<file path="config.mk">
export PLATFORM = sky130hd
export DESIGN_NAME = alu_issue_seq
export DESIGN_NICKNAME = d
export VERILOG_FILES = /design/src/rtl/alu_issue_seq.sv
export SDC_FILE = /design/constraint.sdc
export NUM_CORES = 1
export LEC_CHECK = 0
export ABC_AREA = 1
export CORE_MARGIN = 1.5
export CORE_UTILIZATION = 58
export DETAILED_ROUTE_END_ITERATION = 6
export PLACE_DENSITY = 0.93
export SETUP_SLACK_MARGIN = 0.4
export SLEW_MARGIN = 5
export SYNTH_ARGS = -nofsm -noshare
export SYNTH_HDL_FRONTEND = slang
export SYNTH_SLANG_ARGS = --single-unit
</file>
<file path="constraint.sdc">
create_clock -name ck -period 4.15 [get_ports ck]
set_input_delay 0.83 -clock ck [delete_from_list [all_inputs] [get_ports ck]]
set_output_delay 0.83 -clock ck [all_outputs]
set_load 0.05 [all_outputs]
</file>
<file path="src/rtl/alu_issue_seq.sv">
// Operand-fetch / writeback sequencer in front of a one-cycle registered ALU.
// One instruction is issued every three cycles (IDLE -> EXEC -> WB), so no hazard logic is needed.
module alu_issue_seq #(
    parameter int NREG = 8,
    parameter int DW   = 16
) (
    input  logic          ck,
    input  logic          res,
    input  logic [15:0]   instr,
    input  logic          instr_valid,
    output logic          instr_ready,
    output logic [DW-1:0] alu_l,
    output logic [DW-1:0] alu_r,
    output logic [3:0]    alu_op,
    input  logic [DW-1:0] alu_o,
    output logic          wb_valid,
    output logic [2:0]    wb_addr,
    output logic [DW-1:0] wb_data,
    output logic          illegal,
    input  logic [2:0]    dbg_addr,
    output logic [DW-1:0] dbg_data
);

    localparam logic [3:0] OP_ADD   = 4'h1;
    localparam logic [3:0] OP_SUB   = 4'h2;
    localparam logic [3:0] OP_AND   = 4'h3;
    localparam logic [3:0] OP_OR    = 4'h4;
    localparam logic [3:0] OP_XOR   = 4'h5;
    localparam logic [3:0] OP_LOADI = 4'h6;

    typedef enum logic [1:0] {IDLE, EXEC, WB} state_t;

    state_t          state_q, state_d;
    logic [DW-1:0]   rf_q [NREG];
    logic [DW-1:0]   rf_d [NREG];
    logic [DW-1:0]   alu_l_q, alu_l_d;
    logic [DW-1:0]   alu_r_q, alu_r_d;
    logic [3:0]      alu_op_q, alu_op_d;
    logic [2:0]      rd_q, rd_d;
    logic [3:0]      op_q, op_d;
    logic            wb_valid_q, wb_valid_d;
    logic [2:0]      wb_addr_q, wb_addr_d;
    logic [DW-1:0]   wb_data_q, wb_data_d;
    logic            illegal_q, illegal_d;

    logic [3:0]      in_op;
    logic [2:0]      in_rd, in_rs, in_rt;
    logic [DW-1:0]   in_imm;

    function automatic logic op_legal(input logic [3:0] op);
        return (op == OP_ADD) || (op == OP_SUB) || (op == OP_AND) ||
               (op == OP_OR)  || (op == OP_XOR) || (op == OP_LOADI);
    endfunction

    // r0 is hard-wired to zero regardless of the storage contents.
    function automatic logic [DW-1:0] rf_read(input logic [2:0] a);
        return (a == 3'd0) ? '0 : rf_q[a];
    endfunction

    assign in_op  = instr[15:12];
    assign in_rd  = instr[11:9];
    assign in_rs  = instr[8:6];
    assign in_rt  = instr[5:3];
    assign in_imm = {{(DW-8){1'b0}}, instr[7:0]};

    assign instr_ready = (state_q == IDLE) && res;
    assign dbg_data    = rf_read(dbg_addr);

    always_comb begin
        state_d    = state_q;
        rf_d       = rf_q;
        alu_l_d    = alu_l_q;
        alu_r_d    = alu_r_q;
        alu_op_d   = alu_op_q;
        rd_d       = rd_q;
        op_d       = op_q;
        wb_valid_d = 1'b0;
        wb_addr_d  = wb_addr_q;
        wb_data_d  = wb_data_q;
        illegal_d  = 1'b0;
        case (state_q)
            IDLE: begin
                if (instr_valid) begin
                    alu_l_d  = rf_read(in_rs);
                    alu_r_d  = (in_op == OP_LOADI) ? in_imm : rf_read(in_rt);
                    alu_op_d = in_op;
                    rd_d     = in_rd;
                    op_d     = in_op;
                    state_d  = EXEC;
                end
            end
            EXEC: state_d = WB;
            WB: begin
                if (!op_legal(op_q)) begin
                    illegal_d = 1'b1;
                end else if (rd_q != 3'd0) begin
                    rf_d[rd_q] = alu_o;
                    wb_valid_d = 1'b1;
                    wb_addr_d  = rd_q;
                    wb_data_d  = alu_o;
                end
                state_d = IDLE;
            end
            default: state_d = IDLE;
        endcase
    end

    // Reset also aborts an in-flight instruction, so a WB-cycle reset drops the write.
    always_ff @(posedge ck) begin
        if (!res) begin
            state_q    <= IDLE;
            for (int i = 0; i < NREG; i++) rf_q[i] <= '0;
            alu_l_q    <= '0;
            alu_r_q    <= '0;
            alu_op_q   <= '0;
            rd_q       <= '0;
            op_q       <= '0;
            wb_valid_q <= 1'b0;
            wb_addr_q  <= '0;
            wb_data_q  <= '0;
            illegal_q  <= 1'b0;
        end else begin
            state_q    <= state_d;
            rf_q       <= rf_d;
            alu_l_q    <= alu_l_d;
            alu_r_q    <= alu_r_d;
            alu_op_q   <= alu_op_d;
            rd_q       <= rd_d;
            op_q       <= op_d;
            wb_valid_q <= wb_valid_d;
            wb_addr_q  <= wb_addr_d;
            wb_data_q  <= wb_data_d;
            illegal_q  <= illegal_d;
        end
    end

    assign alu_l    = alu_l_q;
    assign alu_r    = alu_r_q;
    assign alu_op   = alu_op_q;
    assign wb_valid = wb_valid_q;
    assign wb_addr  = wb_addr_q;
    assign wb_data  = wb_data_q;
    assign illegal  = illegal_q;

endmodule

</file>
==> impl_metrics.ini <==
[clock_tree]
clock_path_buffers = 2
cts-root-buf = clkbuf_16
holdBufCountCts = 0
cts_max_level = 4
numCtsBuffers = 17
clk-insertion-delay-late_ps = 440
post_cts_buffers = 0
ctsResizeCount = 0
path_clk_slew_ps = 60
cts.sinks = 190
cts_tree = done

[critical_path]
arrival_ps = 2630
reg2reg_depth = 6
reg2reg_to = wb_data[7]
worst_setup_path_start_kind = input pin
required_ps = 3320
ff2ff_setup_slack_ps = 1860
worstSetupPathType = in2out
reg2reg_from = op_q[0]
cp_max_fo = 9
end_kind = output pin

[logic_synthesis]
yosys.area_share.simple_pct = 32.68
synth_top_flop_cell = dfxtp_1
yosysWarnings = 0
netlist.area_leader.share_pct = 37.52
synth-edff-count = 0
yosys.cell_count.top_type = nand2_1
yosys-top-cells-area = dfxtp_1, nand2_1, nor2_1
synth_top_family_by_area = simple AND/OR/NAND/NOR gates
synth.yosys.seq_area_share_pct = 37.52
synthTopCellsByCount = nand2_1, nor2_1, dfxtp_1
ys_ff_latch = 190
syn-num-nets = 1711
synth_xor_xnor_area_share_pct = 0
netlist_area_um2 = 10140
avgSynthCellArea_um2 = 6.060
yosysTopAreaCell = dfxtp_1
synth_cell_types = 20
async_flop_share_pct = 0
synthCells = 1673
synth_compound_area_share_pct = 18.82
synthAdderAreaFrac_pct = 0
synth.area.mux_share_pct = 0

[placed_design]
dp_cells = 1908
dp_hpwl_mm = 20.90
io_buffer_count = 111
gp_congestion = 0.9547

[timing]
slew_headroom_pct = 30.63
timing.final.crit_share_pct = 83.31
finalCriticalPeriod_ps = 3457
slew_viol_final = 0
worst_pin_slew_ps = 1041
setup-violations-final = 0
rsz0062_at_grt = no
fin_skew_ps = 10.88
fmax_mhz = 289.2
hold_slack_ps = 422.9
hold_viol_final = 0
tns_ps = 0

[die]
dieArea_um2 = 18280
dieWidth_um = 135.2
initial_core_util_pct = 59.03
io_pins = 112
coreArea_um2 = 17180
num_rows = 48
die_h_um = 135.2

[min_path]
hold_depth = 2
hp-class = reg2reg
hold_end = rf_q[122]
hold_path.startpoint = rf_q[122]

[finish]
nets = 1740
final_cells = 1938
n_antenna_cell = 0
areaGrowthSynthToFinish_pct = 18.04
layout-drive-gt1-share_pct = 5.079
nFillCells = 1457

[drt]
drc = 29
drt_iter0_markers = 1814
vias = 11450
vias_per_cell = 5.909
drt.antenna.violating_nets = 0
wl_per_cell_um = 16.88
drtPass1Iterations = 7
drt-total-wl_mm = 32.71

[outcome]
violations = DRC
status = finished with violations

[pwr]
p_comb_share_pct = 18.3
internal_power_mw = 3.029
swShare_pct = 29.43
power_density_nw_per_um2 = 358.6
power_mw = 4.291
power.net_switching_mw = 1.263
pwr-share-seq_pct = 43.9
p_clk_share_pct = 37.8
peakVddDrop_mv = 0.2919
p_leak_nw = 5.737

[global_route]
grt_usage_pct = 35.57
grt_pass1_vias = 10460
grt_pass1_wl_mm = 51.27
grt_overflow_total = 0
antenna_found_initial = 0
grt_max_degree = 114

[flow_run]
cap_viol_max_count = 0
## final cells by class
class                   instances  area [um^2]  area share [%]
multi-input cells            1197         5239           43.77
well taps                     225        281.5           2.352
repair buffers                141         1491           12.46
clock inverters                10        113.9          0.9514
inverters                     155        581.8           4.861
clock buffers                  20        456.7           3.816
flip-flops and latches        190         3804           31.78
## critical path, cell delays in order
cell and delay (ps):
clkdlybuf4s50_1 490, inv_1 80, nand2_1 430, buf_4 280, nand2_1 60, a21oi_1 270
buf_12 180
## flip-flops by register name, indices dropped and copies added, names as in the netlist, 2 cells and up
| signal | cells |
|---|---|
| alu_l | 16 |
| alu_r | 16 |
| op_q | 4 |
| rd_q | 3 |
| rf_q | 128 |
| state_q | 2 |
| wb_addr | 3 |
| wb_data | 16 |
## logic make-up after synthesis
family,Yosys count
buf+inv,286
flops,190
simple gates,840
compound gates,357
## how the worst max path moves through the flow
stage                startpoint     endpoint  slack [ps]  cells after the start
floorplan                   res  instr_ready         900                      3
global placement    dbg_addr[1]  dbg_data[5]         790                      7
detailed placement  dbg_addr[1]  dbg_data[2]         760                      7
CTS                 dbg_addr[1]  dbg_data[2]         760                      7
global route        dbg_addr[1]  dbg_data[3]         660                      7
finish              dbg_addr[1]  dbg_data[3]         690                      7
## power by group through the flow
stage                     Combinational, mW  Clock [mW]  Sequential [mW]
after floorplan                       0.374           0             2.03
after detailed placement              0.761           0             1.93
after global placement                0.749           0             1.92
final                                 0.784        1.62             1.88
after CTS                             0.765        1.62             1.88
after global routing                  0.827        1.69             1.89
## cells in the final DEF, fill, tap and decap left out
cell type	n
a21oi_1	166
a31oi_4	1
buf_12	17
buf_2	3
buf_4	30
bufinv_16	2
clkbuf_1	1
clkbuf_16	17
clkbuf_8	2
clkdlybuf4s50_1	91
clkinv_1	5
clkinv_2	4
clkinv_4	1
clkinvlp_4	1
dfxtp_1	190
inv_1	148
inv_2	2
inv_6	2
nand2_1	420
nand3_1	112
nand3_2	2
nand3b_1	1
nand4_1	1
nor2_1	296
nor2_2	2
nor2_4	1
nor3_1	5
o211ai_1	41
o21ai_0	148
o21bai_1	1
## through the flow
step / area, um^2 / setup WS, ps / utilization, %
CTS: 11970 / 760.7 / 69.68
finish: 11970 / 692.8 / 69.68
global placement: 11400 / 786.3 / 66.35
floorplan: 10140 / 904.1 / -
detailed placement: 11400 / 763.8 / 66.35
global route: 11970 / 659.3 / 69.68
## routing by layer
metal	share of wire [%]	wire, um	vias to the layer above	global-route usage, %
met2	44	14500	888	56.49
met3	13	4156	221	7.370
li1	-	-	5358	-
met1	36	11630	4984	42.42
met4	7.4	2417	0	26.82
met5	0	0	-	0
(Power assumes the default switching activity.)
